### src/rtl/pool_max_stream.sv
// pool_max_stream: streaming sign-magnitude max-pool over WIN-sample windows with valid/ready handshakes
module pool_max_stream #(
  parameter int Q    = 16,
  parameter int N    = 32,
  parameter int WIN  = 4,
  parameter int RELU = 0
) (
  input  logic         clk,
  input  logic         rst_n,
  input  logic [N-1:0] in_data,
  input  logic         in_valid,
  input  logic         in_last,
  output logic         in_ready,
  output logic [N-1:0] out_data,
  output logic         out_valid,
  output logic         out_last,
  input  logic         out_ready,
  output logic         busy
);
  localparam int CW = WIN > 1 ? $clog2(WIN) : 1;
  if (WIN < 1 || Q >= N) begin : g_bad
    $error("pool_max_stream: WIN must be >= 1 and Q < N");
  end
  logic [N-1:0]  acc, cand, res;
  logic [CW-1:0] cnt;
  logic          acc_en, close;
  // strict win only, so a tie keeps the incumbent; differing signs make +0 beat -0
  function automatic logic beats(input logic [N-1:0] a, input logic [N-1:0] b);
    return a[N-1] != b[N-1] ? !a[N-1] :
           a[N-1] ? a[N-2:0] < b[N-2:0] : a[N-2:0] > b[N-2:0];
  endfunction
  always_comb begin
    in_ready = !out_valid || out_ready;
    acc_en   = in_valid && in_ready;
    cand     = cnt == '0 || beats(in_data, acc) ? in_data : acc;
    close    = acc_en && (cnt == CW'(WIN - 1) || in_last);
    res      = RELU != 0 && cand[N-1] ? '0 : cand;
    busy     = cnt != '0;
  end
  always_ff @(posedge clk) begin
    if (!rst_n) begin
      acc       <= '0;
      cnt       <= '0;
      out_data  <= '0;
      out_valid <= 1'b0;
      out_last  <= 1'b0;
    end else begin
      if (acc_en && !close) begin
        acc <= cand;
        cnt <= cnt + 1'b1;
      end
      if (close) begin
        out_data  <= res;
        out_valid <= 1'b1;
        out_last  <= in_last;
        cnt       <= '0;
      end else if (out_ready) begin
        out_valid <= 1'b0;
      end
    end
  end
endmodule

### config.mk
export PLATFORM = sky130hd
export DESIGN_NAME = pool_max_stream
export DESIGN_NICKNAME = d
export VERILOG_FILES = /design/src/rtl/pool_max_stream.sv
export SDC_FILE = /design/constraint.sdc
export NUM_CORES = 1
export LEC_CHECK = 0
export CAP_MARGIN = 20
export CORE_UTILIZATION = 50
export CTS_BUF_LIST = sky130_fd_sc_hd__clkbuf_8
export DETAILED_ROUTE_END_ITERATION = 16
export MAX_ROUTING_LAYER = met4
export PLACE_DENSITY = 0.74
export RECOVER_POWER = 100
export SLEW_MARGIN = 20
export SYNTH_ARGS = -nofsm -noshare
export SYNTH_HDL_FRONTEND = slang
export SYNTH_SLANG_ARGS = --single-unit
### constraint.sdc
create_clock -name clk -period 3.6 [get_ports clk]
set_input_delay 0.72 -clock clk [delete_from_list [all_inputs] [get_ports clk]]
set_output_delay 0.72 -clock clk [all_outputs]
set_load 0.1 [all_outputs]
---- Yosys cells after proc, flatten, opt, wreduce, memory -nomap -nowiden ----
Cells that the tools add are included.
word-level totals
  flip-flop bits (word level) ............. 68
  input port bits ......................... 37
  word-level logic and storage cells ...... 29
operators by class
  $add $sub $neg .......................... 1
  $lt $le $gt $ge ......................... 2
  eq/ne operators ......................... 2
  mux-type cells .......................... 5
  bitwise logic cells ..................... 1
  reductions and logical operators ........ 13
operators with widths
  cell                                          count
  2-to-1 mux 32 bit                             1
  greater-than comparator 31 bit                1
  less-than comparator 31 bit                   1
  2-to-1 mux 1 bit                              4
  nonzero test 2 bit                            2
  logical AND 1 bit                             3
  zero test 1 bit                               3
  logical OR 1 bit                              3
  adder 2 x 1 -> 2 bit (second input constant)  1
  == test 2 bit (second input constant)         1
  zero test 2 bit                               1
  OR reduction 2 bit                            1
  != test 1 bit                                 1
  inverter 1 bit                                1

---- Longest topological paths before layout ----
  depth after elaboration ................. 6
  mapped depth ............................ 11
  mapped depth without buffers ............ 9

---- Least setup slack after synthesis ----
OpenSTA, ideal clock, no wires.
  path type ............................... flip-flop to flip-flop
  start ................................... register out_valid
  end ..................................... register acc[10]
  setup time .............................. 118 ps
  data arrival time ....................... 2,757 ps
  path slack .............................. 725 ps
  stages on the path, launching flop included .. 7
  path buffers ............................ 1
  cell sequence ........................... dfxtp_1 > nand2b_1 > and2_1 > nand2_1 > a31oi_4 > buf_12 > mux2i_1
between the ends
  longest elaborated chain between the ends .. 6
RTL lines
  item                    RTL line  text
  from (decl)             15        output logic out_valid,
  from (signal assigned)  45        out_valid <= 1'b0;
  from (signal assigned)  54        out_valid <= 1'b1;
  from (signal assigned)  58        out_valid <= 1'b0;
  zero test 1 bit (*)     33        in_ready = !out_valid || out_ready;
  logical OR 1 bit (*)    33
  net in_ready            13        output logic in_ready,
  logical AND 1 bit (*)   34        acc_en = in_valid && in_ready;
  logical AND 1 bit       36        close = acc_en && (cnt == CW'(WIN - 1) || in_last);
  zero test 1 bit         48        if (acc_en && !close) begin
  logical AND 1 bit (*)   48
  to (signal assigned)    49        acc <= cand;
  to (decl)               24        logic [N-1:0] acc, cand, res;
The timed path passes the listed nets; every way through them passes the cells marked *.
A chain may end at the register's enable or synchronous reset.

---- Worst setup path after layout ----
  start ................................... input in_data[29]
  end ..................................... register acc[15]
between the ends
  longest elaborated chain between the ends .. 5
  elaborated cells between the ends (all ways) .. 6
  classes of those cells .................. order compare: 2; mux: 3; reduce/logical: 1
RTL lines
  item                                                                                  RTL line  text
  from (decl)                                                                           10        input logic [N-1:0] in_data,
  greater-than comparator 31 bit / less-than comparator 31 bit (equally long branches)  30        a[N-1] ? a[N-2:0] < b[N-2:0] : a[N-2:0] > b[N-2:0];
  2-to-1 mux 1 bit (*)                                                                  30
  2-to-1 mux 1 bit (*)                                                                  29        return a[N-1] != b[N-1] ? !a[N-1] :
  logical OR 1 bit (*)                                                                  35        cand = cnt == '0 || beats(in_data, acc) ? in_data : acc;
  2-to-1 mux 32 bit (*)                                                                 35
Mark *: on every way between the ends. The rest lies on a longest branch, timed or not.

==> run metrics <==
drt via density=5.77; Final #Nets=601; layout cells sized above 1=7.28%; H-tree depth=3; Port Buffer Count=72; synth top area cells=dfxtp_1 35%, ha_1 11%, mux2i_1 8.2%, nand2_1 7.4%, nand4_1 6.1%; Flop pwr share=38.9%; Post-Syn Area=3890 um2; Yosys Warn Count=0; CTS Buf Count=9; register area share after synthesis=35.0%; Sink Count=68; Tot Pwr=2130 uW; WP data required=3.88 ns; Post-synth EDFFs=0; max-cap violations=1; switching share of power=35.7%; Fillers=630; Core Area=7370 um2; GRT Total Usage=26.3%; GRT Residual Overflow=0; Critical Path Source=in_data[29]; final hold viol count=0; Via Count=3666; CP arrival=3.52 ns; Mean Syn Cell Area=8.27 um2; critical path class=in -> reg; largest net degree at the start of global routing=45; Max Buffers Root-to-Sink=2; die area=8130 um2; Post-CTS Hold Buffers=0; fin. max-slew vios=45; worst hold path class=reg -> reg; CTS tree=done; Detail Route Antenna Nets=0; Post-Synthesis Cells=470; synth cell count leaders=77 x nand2_1, 68 x dfxtp_1, 38 x nand4_1; post-CTS sizing=0; Die Y=90.2 um; worst path cell trace=clkdlybuf4s50_1 -> ha_1 -> a21oi_1 -> nand2_1 -> a22oi_1 -> o211ai_1 -> or3_1 -> a31oi_4 -> clkbuf_4 -> mux2i_1; WL per Instance=16.0 um; Ant. Diodes=0; RSZ-0062 raised after global routing=no; Yosys top cell by area=dfxtp_1; top_reg_cell synth=dfxtp_1; clock skew=0.00756 ns; worst skew pair latency=0.35 ns; IO Pins=73; Worst slew margin=-15.0%; clk slew on worst S/H paths=0.08 ns; first-pass GRT wire length=16.8 mm; Initial Util=52.7%; CP Launch Type=primary input; Post-CTS Setup Inserts=0; Iter 0 DRT Violations=211; Design Area, Final=4880 um2; Die Wd=90.2 um; Netlist cell types=35; R2R setup slack=0.83 ns; Synth top area share=35.0%; Worst-Margin Slew=1.73 ns; r2r startpoint=acc[18]$_SDFFE_PN0P_; Critical Path End=acc[15]$_SDFFE_PN0P_; maximum fanout along the worst path=18; Yosys reg bits=68; Critical Path Stages=10; violated checks=capacitance limit, slew limit; status=finished with violations; Total Wirelength=10.2 mm; CP endpoint kind=flop; total internal power=1370 uW; worst r2r path cells=10; Sw Pwr=760 uW; Row Count=31; Post-DP Area=4690 um2; Syn Nets=540; Static Leak=0.00185 uW; drt pass-1 iters=4; final worst path period need=3.24 ns; clock share of power=33.6%; post-DP HPWL=6.91 mm; WP buf/inv=2; critical path's top delay family=buffers and inverters; final worst-path cycle share=90.0%; drt drc=0; Final setup viols=0; ys async rst share=0%; initial antenna violation count=0; Worst R2R End=acc[15]$_SDFFE_PN0P_; TNS Setup=0 ns; Peak Freq=0.309 GHz; vias in the first global route=3635; area grow syn2layout=25.5%; routability cong.=0.867; Comb pwr share=27.5%; Root Driver=clkbuf_8; maximum vdd drop=0.000229 V; worst hold slack=0.477 ns; largest stage delay on the critical path=0.47 ns; Worst path slowest cell=clkdlybuf4s50_1; most common cell in the synthesized netlist=nand2_1; Pwr Density=436 nW/um2
[routing by layer]
metal / wire [um] / GRT usage, % / vias to the layer above
li1: - / - / 1827
met1: 4530 / 31.6 / 1726
met2: 4990 / 44.3 / 105
met3: 531 / 4.57 / 8
met4: 115 / 8.87 / 0
met5: 0 / - / -
[metrics by stage]
| stage | utilization [%] | setup slack, ns | instances |
|---|---|---|---|
| after floorplan | - | 0.725 | 470 |
| after CTS | 66.7 | 0.495 | 635 |
| final | 66.2 | 0.360 | 635 |
| after detailed placement | 63.7 | 0.113 | 619 |
| after global routing | 66.2 | 0.127 | 635 |
| after global placement | 63.7 | 0.220 | 619 |
[how the worst min path moves through the flow]
stage / from / to / slack (ns) / cells past startpoint
global route: acc[5]$_SDFFE_PN0P_ / acc[5]$_SDFFE_PN0P_ / 0.49 / 2
CTS: acc[5]$_SDFFE_PN0P_ / acc[5]$_SDFFE_PN0P_ / 0.48 / 2
detailed placement: acc[5]$_SDFFE_PN0P_ / acc[5]$_SDFFE_PN0P_ / 0.47 / 2
finish: out_data[31]$_SDFFE_PN0P_ / out_data[31]$_SDFFE_PN0P_ / 0.48 / 2
floorplan: acc[31]$_SDFFE_PN0P_ / acc[31]$_SDFFE_PN0P_ / 0.45 / 2
global placement: out_data[31]$_SDFFE_PN0P_ / out_data[31]$_SDFFE_PN0P_ / 0.45 / 2
[cell type report]
cell class                      count  area, um2  share of cell area (%)
Inverter                           35        131                    2.69
Sequential cell                    68       1360                    27.9
Clock inverter                      7        100                    2.05
Clock buffer                        9        124                    2.54
Tap cell                           99        124                    2.54
Timing Repair Buffer               90        832                    17.1
Multi-Input combinational cell    327       2210                    45.2
[flip-flops by register name (all words and copies together) (netlist names)]
name,cells
cnt,2
out_data,32
out_valid,1
out_last,1
acc,32
[cells by family (layout without fill, tap and decap cells)]
| logic type | Yosys count | after routing | share of synthesized area, % |
|---|---|---|---|
| AO/OA/AOI/OAI | 127 | 127 | 21.2 |
| multiplexers | 32 | 32 | 8.24 |
| flip-flops | 68 | 68 | 35.0 |
| adder cells (fa/ha/maj) | 33 | 33 | 10.6 |
| AND/OR/NAND/NOR | 135 | 135 | 16.3 |
| buffers and inverters | 75 | 141 | 8.63 |
[worst reg2reg max path: stages, from the launching register on]
cell and delay [ns]:
dfxtp_1 0.36, inv_1 0.05, ha_1 0.30, a21oi_1 0.15, o21ai_0 0.11, a21oi_1 0.16
o211ai_1 0.23, or3_1 0.46, a31oi_4 0.21, clkbuf_4 0.40, mux2i_1 0.26
[placed cells by master (no fill, tap or decap), types with 32 or more instances in the layout]
cell type	n
dfxtp_1	68
ha_1	33
mux2i_1	32
nand4_1	38
clkdlybuf4s50_1	35
dlygate4sd3_1	34
a31oi_1	32
inv_1	34
o21ai_0	36
nand2_1	77
[power by group through the flow]
stage,clock (uW),sequential (uW),combinational (uW)
2_1_floorplan,0,1030,237
3_3_place_gp,0,845,586
3_5_place_dp,0,846,596
4_1_cts,723,829,599
5_1_grt,767,834,625
6_report,715,829,585
Power figures use the tool's default switching activity.
